[src/rtl/cart_load_ctrl.sv]
// Cartridge ROM load sequencer: streams HPS download bytes into the 8 KB cart RAM,
// tracks image size, and holds the console core in reset until the image is stable.
// Optional post-load scrub of unused RAM is enabled with `define CART_FILL_EN.
module cart_load_ctrl #(
    parameter int unsigned ROM_INDEX   = 1,
    parameter int unsigned HOLD_CYCLES = 16,
    parameter logic [7:0]  FILL_BYTE   = 8'hFF
) (
    input  logic        clk,
    input  logic        reset,
    input  logic        ioctl_download,
    input  logic [7:0]  ioctl_index,
    input  logic        ioctl_wr,
    input  logic [24:0] ioctl_addr,
    input  logic [7:0]  ioctl_dout,
    output logic        ioctl_wait,
    output logic [12:0] ram_addr,
    output logic [7:0]  ram_data,
    output logic        ram_we,
    output logic [13:0] cart_size,
    output logic        overflow,
    output logic        core_reset,
    output logic        cart_valid
);

    typedef enum logic [2:0] {IDLE, LOAD, FILL, HOLD, RUN} state_t;

    state_t      state;
    logic [7:0]  hold_cnt;
    logic        idx_match;
    logic        sel;
    logic        start;
    logic        take;
    logic        in_range;
    logic [13:0] addr_next;
    logic [13:0] base_size;
    logic [13:0] size_next;
    logic [9:0]  unused_bits;

    assign idx_match = (ioctl_index[5:0] == 6'(ROM_INDEX));
    assign sel       = ioctl_download & idx_match;
    assign start     = sel && (state == IDLE || state == RUN || state == FILL);
    // A strobe in the cycle sel drops (still in LOAD) or in the cycle a load starts is kept.
    assign take      = ioctl_wr && idx_match && (state == LOAD || start);
    assign in_range  = (ioctl_addr[24:13] == 12'd0);
    assign addr_next = {1'b0, ioctl_addr[12:0]} + 14'd1;
    assign base_size = start ? 14'd0 : cart_size;
    assign size_next = (take && in_range && addr_next > base_size) ? addr_next : base_size;

    assign unused_bits = {ioctl_index[7:6], FILL_BYTE};

`ifdef CART_FILL_EN
    logic [13:0] fill_ptr;

    assign ioctl_wait = (state == FILL) && sel;
`else
    assign ioctl_wait = 1'b0;
`endif

    always_ff @(posedge clk or posedge reset) begin
        if (reset) begin
            state      <= IDLE;
            ram_we     <= 1'b0;
            ram_addr   <= 13'd0;
            ram_data   <= 8'd0;
            cart_size  <= 14'd0;
            overflow   <= 1'b0;
            cart_valid <= 1'b0;
            core_reset <= 1'b1;
            hold_cnt   <= 8'd0;
`ifdef CART_FILL_EN
            fill_ptr   <= 14'd0;
`endif
        end else begin
            ram_we    <= 1'b0;
            cart_size <= size_next;
            if (take && in_range) begin
                ram_we   <= 1'b1;
                ram_addr <= ioctl_addr[12:0];
                ram_data <= ioctl_dout;
            end
            if (take && !in_range)
                overflow <= 1'b1;
            else if (start)
                overflow <= 1'b0;

            case (state)
                IDLE, RUN: begin
                    if (start) begin
                        state      <= LOAD;
                        cart_valid <= 1'b0;
                        core_reset <= 1'b1;
                    end
                end
                LOAD: begin
                    if (!sel) begin
`ifdef CART_FILL_EN
                        if (size_next != 14'd8192) begin
                            state <= FILL;
                            // The first fill write shares this edge unless a final byte owns the port.
                            if (take && in_range) begin
                                fill_ptr <= size_next;
                            end else begin
                                ram_we   <= 1'b1;
                                ram_addr <= size_next[12:0];
                                ram_data <= FILL_BYTE;
                                fill_ptr <= size_next + 14'd1;
                            end
                        end else begin
                            state    <= HOLD;
                            hold_cnt <= 8'd0;
                        end
`else
                        state    <= HOLD;
                        hold_cnt <= 8'd0;
`endif
                    end
                end
                FILL: begin
`ifdef CART_FILL_EN
                    if (start) begin
                        state <= LOAD;
                    end else if (fill_ptr == 14'd8192) begin
                        state    <= HOLD;
                        hold_cnt <= 8'd0;
                    end else begin
                        ram_we   <= 1'b1;
                        ram_addr <= fill_ptr[12:0];
                        ram_data <= FILL_BYTE;
                        fill_ptr <= fill_ptr + 14'd1;
                    end
`else
                    state <= IDLE;
`endif
                end
                HOLD: begin
                    if (hold_cnt == 8'(HOLD_CYCLES - 1)) begin
                        state      <= RUN;
                        core_reset <= 1'b0;
                        cart_valid <= (cart_size != 14'd0);
                    end else begin
                        hold_cnt <= hold_cnt + 8'd1;
                    end
                end
                default: state <= IDLE;
            endcase
        end
    end

endmodule

[config.mk]
export PLATFORM = sky130hd
export DESIGN_NAME = cart_load_ctrl
export DESIGN_NICKNAME = d
export VERILOG_FILES = /design/src/rtl/cart_load_ctrl.sv
export SDC_FILE = /design/constraint.sdc
export NUM_CORES = 1
export LEC_CHECK = 0
export BUFFER_PORTS_ARGS = -buffer_cell sky130_fd_sc_hd__buf_4
export CAP_MARGIN = 40
export CORE_ASPECT_RATIO = 0.7
export CORE_MARGIN = 2
export CORE_UTILIZATION = 54
export CTS_CLUSTER_SIZE = 40
export DETAILED_ROUTE_END_ITERATION = 12
export MAX_ROUTING_LAYER = met4
export PLACE_DENSITY_LB_ADDON = 0.05
export SLEW_MARGIN = 30
export SYNTH_ARGS = -nofsm -noshare
export SYNTH_HDL_FRONTEND = slang
export SYNTH_SLANG_ARGS = --single-unit
[constraint.sdc]
create_clock -name clk -period 7.6 [get_ports clk]
set_input_delay 0.38 -clock clk [delete_from_list [all_inputs] [get_ports clk]]
set_output_delay 0.38 -clock clk [all_outputs]
set_load 0.02 [all_outputs]
==> summary.txt <==
Floorplan
  • Row cnt: 21
  • # IOs: 85
  • Initial Util: 56.8%
  • Die width: 89.5 um
  • Die footprint: 5710 um2
  • Placeable Area: 4860 um2
  • Die height: 63.8 um

Global route
  • GR Util All Layers: 24.0%
  • Grt total ovfl: 0
  • Wire length of the first global-routing pass: 10.2 mm
  • Vias in the first global route: 2,185
  • Initial antenna violation count: 0
  • Pin count of the biggest net entering global routing: 51

Cells and area
  • Share of post-route cells with drive strength above 1: 34.1%
  • Net total in the final layout: 406
  • Fill cells: 392
  • P&R area growth vs syn: 27.3%
  • Reg area: 1250 um2
  • Fin cells: 415
  • Area occupied by multi-input gates: 1390 um2
  • Ant. Diodes: 0

Yosys
  • Register area share after synthesis: 45.4%
  • Mapped Cells: 262
  • Count leader, synth: dfrtp_1
  • Mapped Area: 2760 um2
  • Main synth FF type: dfrtp_1
  • Warnings from Yosys: 0
  • Number of flops mapped to enable cells by yosys: 0
  • Synthesized flop and latch total: 50
  • Top post-synthesis cells by count: 49 x dfrtp_1, 26 x nand2_1, 21 x mux2_2, 19 x inv_1
  • Mapped Nets: 323
  • Post-synth cell types: 42
  • Area share of the largest cell type after synthesis: 44.4%
  • Mean Syn Cell Area: 10.5 um2
  • Synth area leader: dfrtp_1
  • Ys async rst share: 100%
  • Top cells by area, synth: dfrtp_1 44%, mux2_2 8.6%, ha_1 7.3%

Worst setup path
  • CP max FO: 15
  • Worst Setup Start Kind: flop
  • CP arrival: 3.42 ns
  • Worst setup EP type: flop
  • Required @ worst endpoint: 7.83 ns
  • WS Path Type: flop to flop

Outcome
  • Status: complete, no violations

Timing
  • Worst slew margin: 45.3%
  • Tightest Pin Transition: 0.821 ns
  • Max Clk Rate: 313 MHz
  • Final worst path period share: 42.0%
  • Skew final: 0.00491 ns
  • Min Tclk post-route: 3.19 ns
  • RSZ-0062 raised after global routing: false
  • Final setup violating endpoints: 0
  • Pins Over Slew Limit: 0
  • Final hold viol count: 0
  • Setup_tns: 0 ns

Clock network
  • Cts bufs inserted: 5
  • Root buffer cell: clkbuf_8
  • H-tree levels: 2
  • Clock-pin slew of the registers on the worst-case setup and hold paths: 0.09 ns
  • Post-CTS Hold Fix Bufs: 0
  • Resized Gates After CTS: 0
  • Clk sink count: 50
  • Clock latency on the worst-skew pair: 0.30 ns
  • # Post-CTS Setup Buffers: 0
  • CTS tree: built
  • Max clock buf depth: 2

Power and ir drop
  • Max VDD drop: 113 uV
  • Total Power: 539 uW
  • Lkg Pwr: 1.78 nW
  • Cell Pwr Density: 153 nW/um2

Placement
  • Placed insts: 406
  • GPL Wtd Cong: 0.837
  • DPL Wire Length: 4.81 mm
  • Port Buffers: 81

Drt
  • Vias after detailed routing: 2,224
  • Drt total wl: 6.22 mm
  • Wire length per cell: 15.0 um
  • Remaining antenna violation count: 0
  • Initial drt markers: 72
  • Vias per inst: 5.36
  • DR pass1 iterations: 4
  • Drt drc: 0

Run
  • Max cap viols: 0

Hold path
  • Hold WC Path Type: input port to async pin
[through the flow]
stage | utilization (%) | hold slack, ns | setup WS (ns) | cell area [um2]
2_1_floorplan | - | 0.473 | 4.76 | 2760
3_3_place_gp | 70.2 | 0.478 | 4.25 | 3410
3_5_place_dp | 70.3 | 0.496 | 4.17 | 3420
4_1_cts | 72.2 | 0.175 | 4.40 | 3510
5_1_grt | 72.3 | 0.210 | 4.12 | 3510
6_report | 72.3 | 0.150 | 4.41 | 3510
[placed cells by master, fill, tap and decap left out, types with 10 or more instances in the layout]
cell / Yosys / routed
xor2_1: 10 / 10
dfrtp_1: 49 / 49
ha_1: 16 / 16
nor2_1: 16 / 16
inv_1: 19 / 18
mux2_2: 21 / 21
nand4_1: 10 / 10
buf_4: 2 / 82
mux2i_1: 14 / 14
nand2_1: 26 / 26
[final timing paths]
check,from,to,slack (ns),cells past startpoint
worst max register to register,state[1],cart_size[0],4.41,8
min in group clk,ioctl_dout[5],ram_data[5],0.31,2
max in group asynchronous,reset,ram_addr[2],7.04,2
worst min-delay path,reset,ram_data[1],0.15,2
worst min register to register,overflow,overflow,0.51,1
worst max-delay path,state[1],cart_size[0],4.41,8
[where the power goes]
group | leakage [nW] | switching [mW] | internal [mW]
registers | 0.688 | 0.0111 | 0.275
clock network | 0.0482 | 0.0882 | 0.0737
logic | 1.05 | 0.0492 | 0.0412
total | 1.78 | 0.149 | 0.390
[kinds of logic (layout without fill, tap and decap cells)]
kind of cell | count (synthesis) | in the layout | synth area share [%]
and+or+nand+nor | 94 | 94 | 17.2
adders and majority gates | 16 | 16 | 7.25
DFF | 50 | 50 | 45.4
xor gates and xnor gates | 17 | 17 | 5.39
buffers and inverters | 26 | 110 | 4.31
AOI/OAI and AO/OA | 23 | 23 | 6.66
muxes | 35 | 35 | 13.6
other | 1 | 1 | 0.136
[worst max-delay path, stage by stage (launching register included)]
cell	delay, ns
dfrtp_1	0.55
a211o_1	0.49
nand2_1	0.15
ha_1	0.35
nand4_1	0.11
o21bai_1	0.16
a311oi_1	0.27
o311a_1	0.76
mux2i_1	0.26
[state kept, by name, indices dropped and copies added (netlist names)]
name        flops
cart_size      14
ram_addr       13
hold_cnt        8
ram_data        8
state           3
cart_valid      1
core_reset      1
overflow        1
ram_we          1
[cell type report]
type,count,share of cell area [%]
clock buffers,7,2.46
clock inverters,1,0.142
inverters,19,2.10
multi-input cells,186,39.5
flip-flops and latches,50,35.6
well taps,69,2.46
repair buffers,83,17.7
[layer usage]
metal	vias up	track usage (%)	routed length, um
met1	1044	34.6	2950
met2	90	33.2	2640
met3	6	5.68	552
met4	0	8.21	68
li1	1084	-	-
met5	-	-	0
Power figures use the tool's default switching activity.
